**config.mk**
```make
export PLATFORM = sky130hd
export DESIGN_NAME = muldiv_sequencer
export DESIGN_NICKNAME = d
export VERILOG_FILES = /design/src/rtl/muldiv_pkg.sv /design/src/rtl/muldiv_step.sv /design/src/rtl/muldiv_sequencer.sv
export SDC_FILE = /design/constraint.sdc
export NUM_CORES = 1
export LEC_CHECK = 0
export ABC_CLOCK_PERIOD_IN_PS = 8300
export BUFFER_PORTS_ARGS = -buffer_cell sky130_fd_sc_hd__buf_2
export CORE_MARGIN = 3
export CORE_UTILIZATION = 40
export CTS_BUF_LIST = sky130_fd_sc_hd__clkbuf_4
export CTS_CLUSTER_SIZE = 12
export DETAILED_ROUTE_END_ITERATION = 16
export PLACE_DENSITY = 0.66
export SLEW_MARGIN = 30
export SYNTH_ARGS = -nofsm -noshare
export SYNTH_HDL_FRONTEND = slang
export SYNTH_SLANG_ARGS = --single-unit
```
**constraint.sdc**
```tcl
create_clock -name Clk -period 8.3 [get_ports Clk]
set_input_delay 0 -clock Clk [delete_from_list [all_inputs] [get_ports Clk]]
set_output_delay 0 -clock Clk [all_outputs]
set_load 0.005 [all_outputs]
```
**src/rtl/muldiv_pkg.sv**
```systemverilog
// Shared definitions for the iterative multiply/divide sequencer.
package muldiv_pkg;

    localparam int ITER = 32;

    localparam logic [1:0] OP_MULT  = 2'b00;
    localparam logic [1:0] OP_MULTU = 2'b01;
    localparam logic [1:0] OP_DIV   = 2'b10;
    localparam logic [1:0] OP_DIVU  = 2'b11;

    typedef enum logic [1:0] {
        IDLE,
        RUN,
        FIX
    } state_e;

    function automatic logic op_is_div(input logic [1:0] op);
        return op[1];
    endfunction

    function automatic logic op_is_signed(input logic [1:0] op);
        return ~op[0];
    endfunction

endpackage

```
**src/rtl/muldiv_step.sv**
```systemverilog
// One iteration of shift-add multiply or restoring divide on the magnitudes.
module muldiv_step #(
    parameter int WIDTH = 32,
    localparam int CW = $clog2(WIDTH)
) (
    input  logic [2*WIDTH-1:0] acc_i,
    input  logic [WIDTH-1:0]   a_i,
    input  logic [WIDTH-1:0]   b_i,
    input  logic [CW-1:0]      cnt_i,
    input  logic               div_i,
    output logic [2*WIDTH-1:0] acc_o,
    output logic               qbit_o
);

    localparam logic [CW-1:0] TOP = CW'(WIDTH - 1);

    logic [WIDTH:0] sum;
    logic [WIDTH:0] shifted;
    logic [WIDTH:0] diff;
    logic           fits;

    always_comb begin
        sum     = {1'b0, acc_i[2*WIDTH-1:WIDTH]}
                + (b_i[cnt_i] ? {1'b0, a_i} : '0);
        // Dividend bits enter the remainder MSB first.
        shifted = {acc_i[2*WIDTH-1:WIDTH], a_i[TOP - cnt_i]};
        diff    = shifted - {1'b0, b_i};
        fits    = ~diff[WIDTH];
        acc_o   = '0;
        qbit_o  = 1'b0;
        if (div_i) begin
            acc_o  = {(fits ? diff[WIDTH-1:0] : shifted[WIDTH-1:0]),
                      acc_i[WIDTH-2:0], 1'b0};
            qbit_o = fits;
        end else begin
            acc_o  = {sum, acc_i[WIDTH-1:1]};
        end
    end

endmodule

```
**src/rtl/muldiv_sequencer.sv**
```systemverilog
// Multi-cycle MULT/MULTU/DIV/DIVU sequencer feeding the HiLo register.
module muldiv_sequencer
    import muldiv_pkg::*;
#(
    parameter int WIDTH = 32
) (
    input  logic               Clk,
    input  logic               Rst,
    input  logic               Start,
    input  logic [1:0]         Op,
    input  logic [WIDTH-1:0]   A,
    input  logic [WIDTH-1:0]   B,
    output logic               Busy,
    output logic               Done,
    output logic               HiLoEn,
    output logic [2*WIDTH-1:0] HiLoWrite,
    output logic               DivByZero
);

    localparam int CW = $clog2(WIDTH);

    state_e               state_q;
    logic [1:0]           op_q;
    logic [WIDTH-1:0]     a_q;
    logic [WIDTH-1:0]     b_q;
    logic                 sa_q;
    logic                 sb_q;
    logic [2*WIDTH-1:0]   acc_q;
    logic [5:0]           cnt_q;
    logic                 busy_q;
    logic                 done_q;
    logic                 en_q;
    logic                 dbz_q;
    logic [2*WIDTH-1:0]   hilo_q;

    logic [2*WIDTH-1:0]   step_acc;
    logic                 qbit;
    logic [2*WIDTH-1:0]   acc_d;
    logic [2*WIDTH-1:0]   result_d;
    logic [WIDTH-1:0]     quo;
    logic [WIDTH-1:0]     rem;
    logic                 sgn_in;
    logic [WIDTH-1:0]     a_mag;
    logic [WIDTH-1:0]     b_mag;

    muldiv_step #(.WIDTH(WIDTH)) u_step (
        .acc_i  (acc_q),
        .a_i    (a_q),
        .b_i    (b_q),
        .cnt_i  (cnt_q[CW-1:0]),
        .div_i  (op_is_div(op_q)),
        .acc_o  (step_acc),
        .qbit_o (qbit)
    );

    always_comb begin
        sgn_in = op_is_signed(Op);
        a_mag  = (sgn_in && A[WIDTH-1]) ? -A : A;
        b_mag  = (sgn_in && B[WIDTH-1]) ? -B : B;
        acc_d  = step_acc | {{(2*WIDTH-1){1'b0}}, qbit};
        // Sign flags are latched only for signed ops, so no op check here.
        quo    = (sa_q ^ sb_q) ? -acc_d[WIDTH-1:0] : acc_d[WIDTH-1:0];
        rem    = sa_q ? -acc_d[2*WIDTH-1:WIDTH] : acc_d[2*WIDTH-1:WIDTH];
        if (op_is_div(op_q)) begin
            result_d = {rem, quo};
        end else begin
            result_d = (sa_q ^ sb_q) ? -acc_d : acc_d;
        end
    end

    always_ff @(posedge Clk or negedge Rst) begin
        if (!Rst) begin
            state_q <= IDLE;
            op_q    <= OP_MULT;
            a_q     <= '0;
            b_q     <= '0;
            sa_q    <= 1'b0;
            sb_q    <= 1'b0;
            acc_q   <= '0;
            cnt_q   <= '0;
            busy_q  <= 1'b0;
            done_q  <= 1'b0;
            en_q    <= 1'b0;
            dbz_q   <= 1'b0;
            hilo_q  <= '0;
        end else begin
            unique case (state_q)
                IDLE: begin
                    if (Start) begin
                        op_q   <= Op;
                        a_q    <= a_mag;
                        b_q    <= b_mag;
                        sa_q   <= sgn_in & A[WIDTH-1];
                        sb_q   <= sgn_in & B[WIDTH-1];
                        acc_q  <= '0;
                        cnt_q  <= '0;
                        busy_q <= 1'b1;
                        if (op_is_div(Op) && (B == '0)) begin
                            state_q <= FIX;
                            done_q  <= 1'b1;
                            en_q    <= 1'b1;
                            dbz_q   <= 1'b1;
                            hilo_q  <= {A, {WIDTH{1'b1}}};
                        end else begin
                            state_q <= RUN;
                        end
                    end
                end
                RUN: begin
                    acc_q <= acc_d;
                    cnt_q <= cnt_q + 6'd1;
                    if (cnt_q == 6'(ITER - 1)) begin
                        state_q <= FIX;
                        done_q  <= 1'b1;
                        en_q    <= 1'b1;
                        hilo_q  <= result_d;
                    end
                end
                FIX: begin
                    state_q <= IDLE;
                    busy_q  <= 1'b0;
                    done_q  <= 1'b0;
                    en_q    <= 1'b0;
                    dbz_q   <= 1'b0;
                end
                default: state_q <= IDLE;
            endcase
        end
    end

    assign Busy      = busy_q;
    assign Done      = done_q;
    assign HiLoEn    = en_q;
    assign DivByZero = dbz_q;
    assign HiLoWrite = hilo_q;

endmodule
```
==> flow_metrics.tcl <==
set metrics [dict create \
    status "completed" \
    drive_above_1_share 0.133 \
    maxSlewHeadroom 0.335 \
    fin_nets 2459 \
    ant_nets 0 \
    period_share 0.938 \
    use_met2 0.429 \
    synth_warnings 0 \
    vias_per_cell 5.96 \
    slew_violations 0 \
    numCtsBuffers 59 \
    yosys-top-cells-area "dfrtp_1 (30%), o21ai_0 (6.2%), nand2_1 (5.7%), ha_1 (5.3%), xnor2_1 (4.7%)" \
    ios 137 \
    synth_top_area_frac 0.304 \
    hp-class "input pin to flip-flop" \
    path_class "flip-flop to flip-flop" \
    worst_setup_path_end_kind "flip-flop" \
    grt_busiest_layer "met2" \
    async_flop_share 1.00 \
    syn_area_um2 16900 \
    synth_edf_count 0 \
    die_area_um2 44900 \
    grt_pass1_vias 16700 \
    routabilityCongestion 0.982 \
    ctsHtreeMaxLevel 2 \
    vias 17200 \
    place_hpwl_um 46400 \
    cp.required_ns 8.87 \
    fmax_mhz 128 \
    coreArea_um2 41300 \
    dp_cells 2668 \
    ys_seq_area_frac 0.304 \
    overflow 0 \
    cts_tree "built" \
    wl_um 62300 \
    hold_violations 0 \
    fin_cells 2887 \
    tightest_slew_ns 0.998 \
    worstPathArrival_ns 8.36 \
    fin_skew_ns 0.0685 \
    synth_nets 2241 \
    insertion_delay_ns 0.75 \
    cp_max_fo 9 \
    grt_setup_unrepaired "false" \
    grt_max_degree 126 \
    synth_seq_cells 206 \
    cts.sinks 206 \
    period_needed_ns 7.79 \
    drt_iter0_drc 1672 \
    synthCells 2098 \
    die_w_um 212 \
    cap_viol_max_count 0 \
    synth_common_cells "nand2_1 (258), o21ai_0 (210), dfrtp_1 (206), nor2_1 (177), a21oi_1 (152)" \
    finalSetupViolations 0 \
    num_rows 74 \
    drt_first_pass_iters 7 \
    path_clk_slew_ns 0.07 \
    start_util 0.410 \
    grt_pass1_wl_um 96900 \
    yosysMostFrequentCell "nand2_1" \
    ys.flop_type "dfrtp_1" \
    antenna_found_initial 1 \
    use_met1 0.389 \
    die_height_um 212 \
    portBuffers 136 \
    clock-root-buffer "clkbuf_4" \
    reg2reg_slack_ns 0.51 \
    avgSynthCellArea_um2 8.08 \
    start_kind "flip-flop" \
    wire_per_inst_um 21.6 \
    grtUsageMet3 0.0384 \
    grt_usage 0.275 \
    syn_to_final_growth_pct 17.9 \
    cts_max_path_buffers 3 \
    finalSetupTns_ns 0 \
    synth_top_area_cell "dfrtp_1" \
    ys_types 92 \
    drc 0 \
]
[critical path, stage by stage, from the launching register on]
cell and delay (ns):
dfrtp_2 0.55, mux4_2 0.57, mux4_2 0.48, o211ai_1 0.42, ha_1 0.26, inv_1 0.06
fa_1 0.43, a211oi_1 0.23, o21a_2 0.26, a2111oi_4 0.11, o211ai_2 0.29, a211o_1 0.28
nor2_1 0.14, a21oi_1 0.24, ha_1 0.22, o21ai_0 0.19, nor4b_1 0.38, buf_4 0.19
and2_1 0.32, nand2_1 0.11, nor2_1 0.28, a21oi_1 0.11, or3_1 0.33, a211oi_1 0.50
and2_1 0.23, a41o_1 0.19, xor2_1 0.15, o22ai_1 0.10
[sequential cells by signal, summed over array words and instances (netlist names)]
| register | flops |
|---|---|
| HiLoWrite | 64 |
| b_q | 32 |
| acc_q | 64 |
| HiLoEn | 1 |
| op_q | 1 |
| sa_q | 1 |
| state_q | 2 |
| Busy | 1 |
| DivByZero | 1 |
| sb_q | 1 |
| a_q | 32 |
| cnt_q | 6 |
[final cells by class]
| type | count | area [um^2] |
|---|---|---|
| Tap cell | 532 | 666 |
| Sequential cell | 206 | 5160 |
| Multi-Input combinational cell | 1699 | 11100 |
| Timing Repair Buffer | 284 | 2120 |
| Clock inverter | 23 | 125 |
| Clock buffer | 76 | 571 |
| Fill cell | 4012 | 21300 |
| Antenna cell | 1 | 2.50 |
| Inverter | 66 | 248 |
[cells in the final DEF, fill, tap and decap left out, drive strengths merged, types with 66 or more instances in the layout]
master	instances
nor2	177
o21ai	221
ha	72
dfrtp	206
xnor2	90
a21oi	153
clkbuf	77
nand2	258
buf	165
inv	66
dlygate4sd3	118
[metrics by stage]
stage          hold slack [ns]  setup slack [ns]   util  area (um^2)
6_report                 0.165             0.514  0.484        20000
5_1_grt                  0.156             0.176  0.484        20000
4_1_cts                 0.0851             0.483  0.483        20000
3_5_place_dp            0.0788             0.529  0.437        18100
3_3_place_gp            0.0727             0.718  0.437        18000
2_1_floorplan           -0.296              1.32      -        16900
[worst paths after layout]
| kind | startpoint | endpoint | cells after the start |
|---|---|---|---|
| min in group asynchronous | Rst | HiLoEn | 4 |
| setup reg to reg | cnt_q[0] | HiLoWrite[62] | 27 |
| max in group asynchronous | Rst | HiLoWrite[15] | 5 |
| hold / removal | A[0] | a_q[0] | 4 |
| setup / recovery | cnt_q[0] | HiLoWrite[62] | 27 |
| hold reg to reg | HiLoWrite[49] | HiLoWrite[49] | 2 |
[kinds of logic after synthesis]
kind of cell    Yosys count  synth area share
mux                      87            0.0656
flops                   206             0.304
compound gates          645             0.242
simple gates            738             0.207
fa+ha+maj                74            0.0555
xor+xnor                155            0.0801
buf+inv                 193            0.0454
[repair_timing]
action,CTS,global route
resized for setup,0,1
setup endpoints to repair,0,1
hold buffers,119,0
hold endpoints to repair,189,0
setup buffers,0,0
[routing by layer]
metal / share of wire / wire length (um)
met1: 0.44 / 27700
met2: 0.44 / 27700
met3: 0.071 / 4430
met4: 0.040 / 2490
met5: 0 / 0
Power is not shown: default switching activity piles up to over one toggle a cycle in this logic, so the estimate is an artifact.
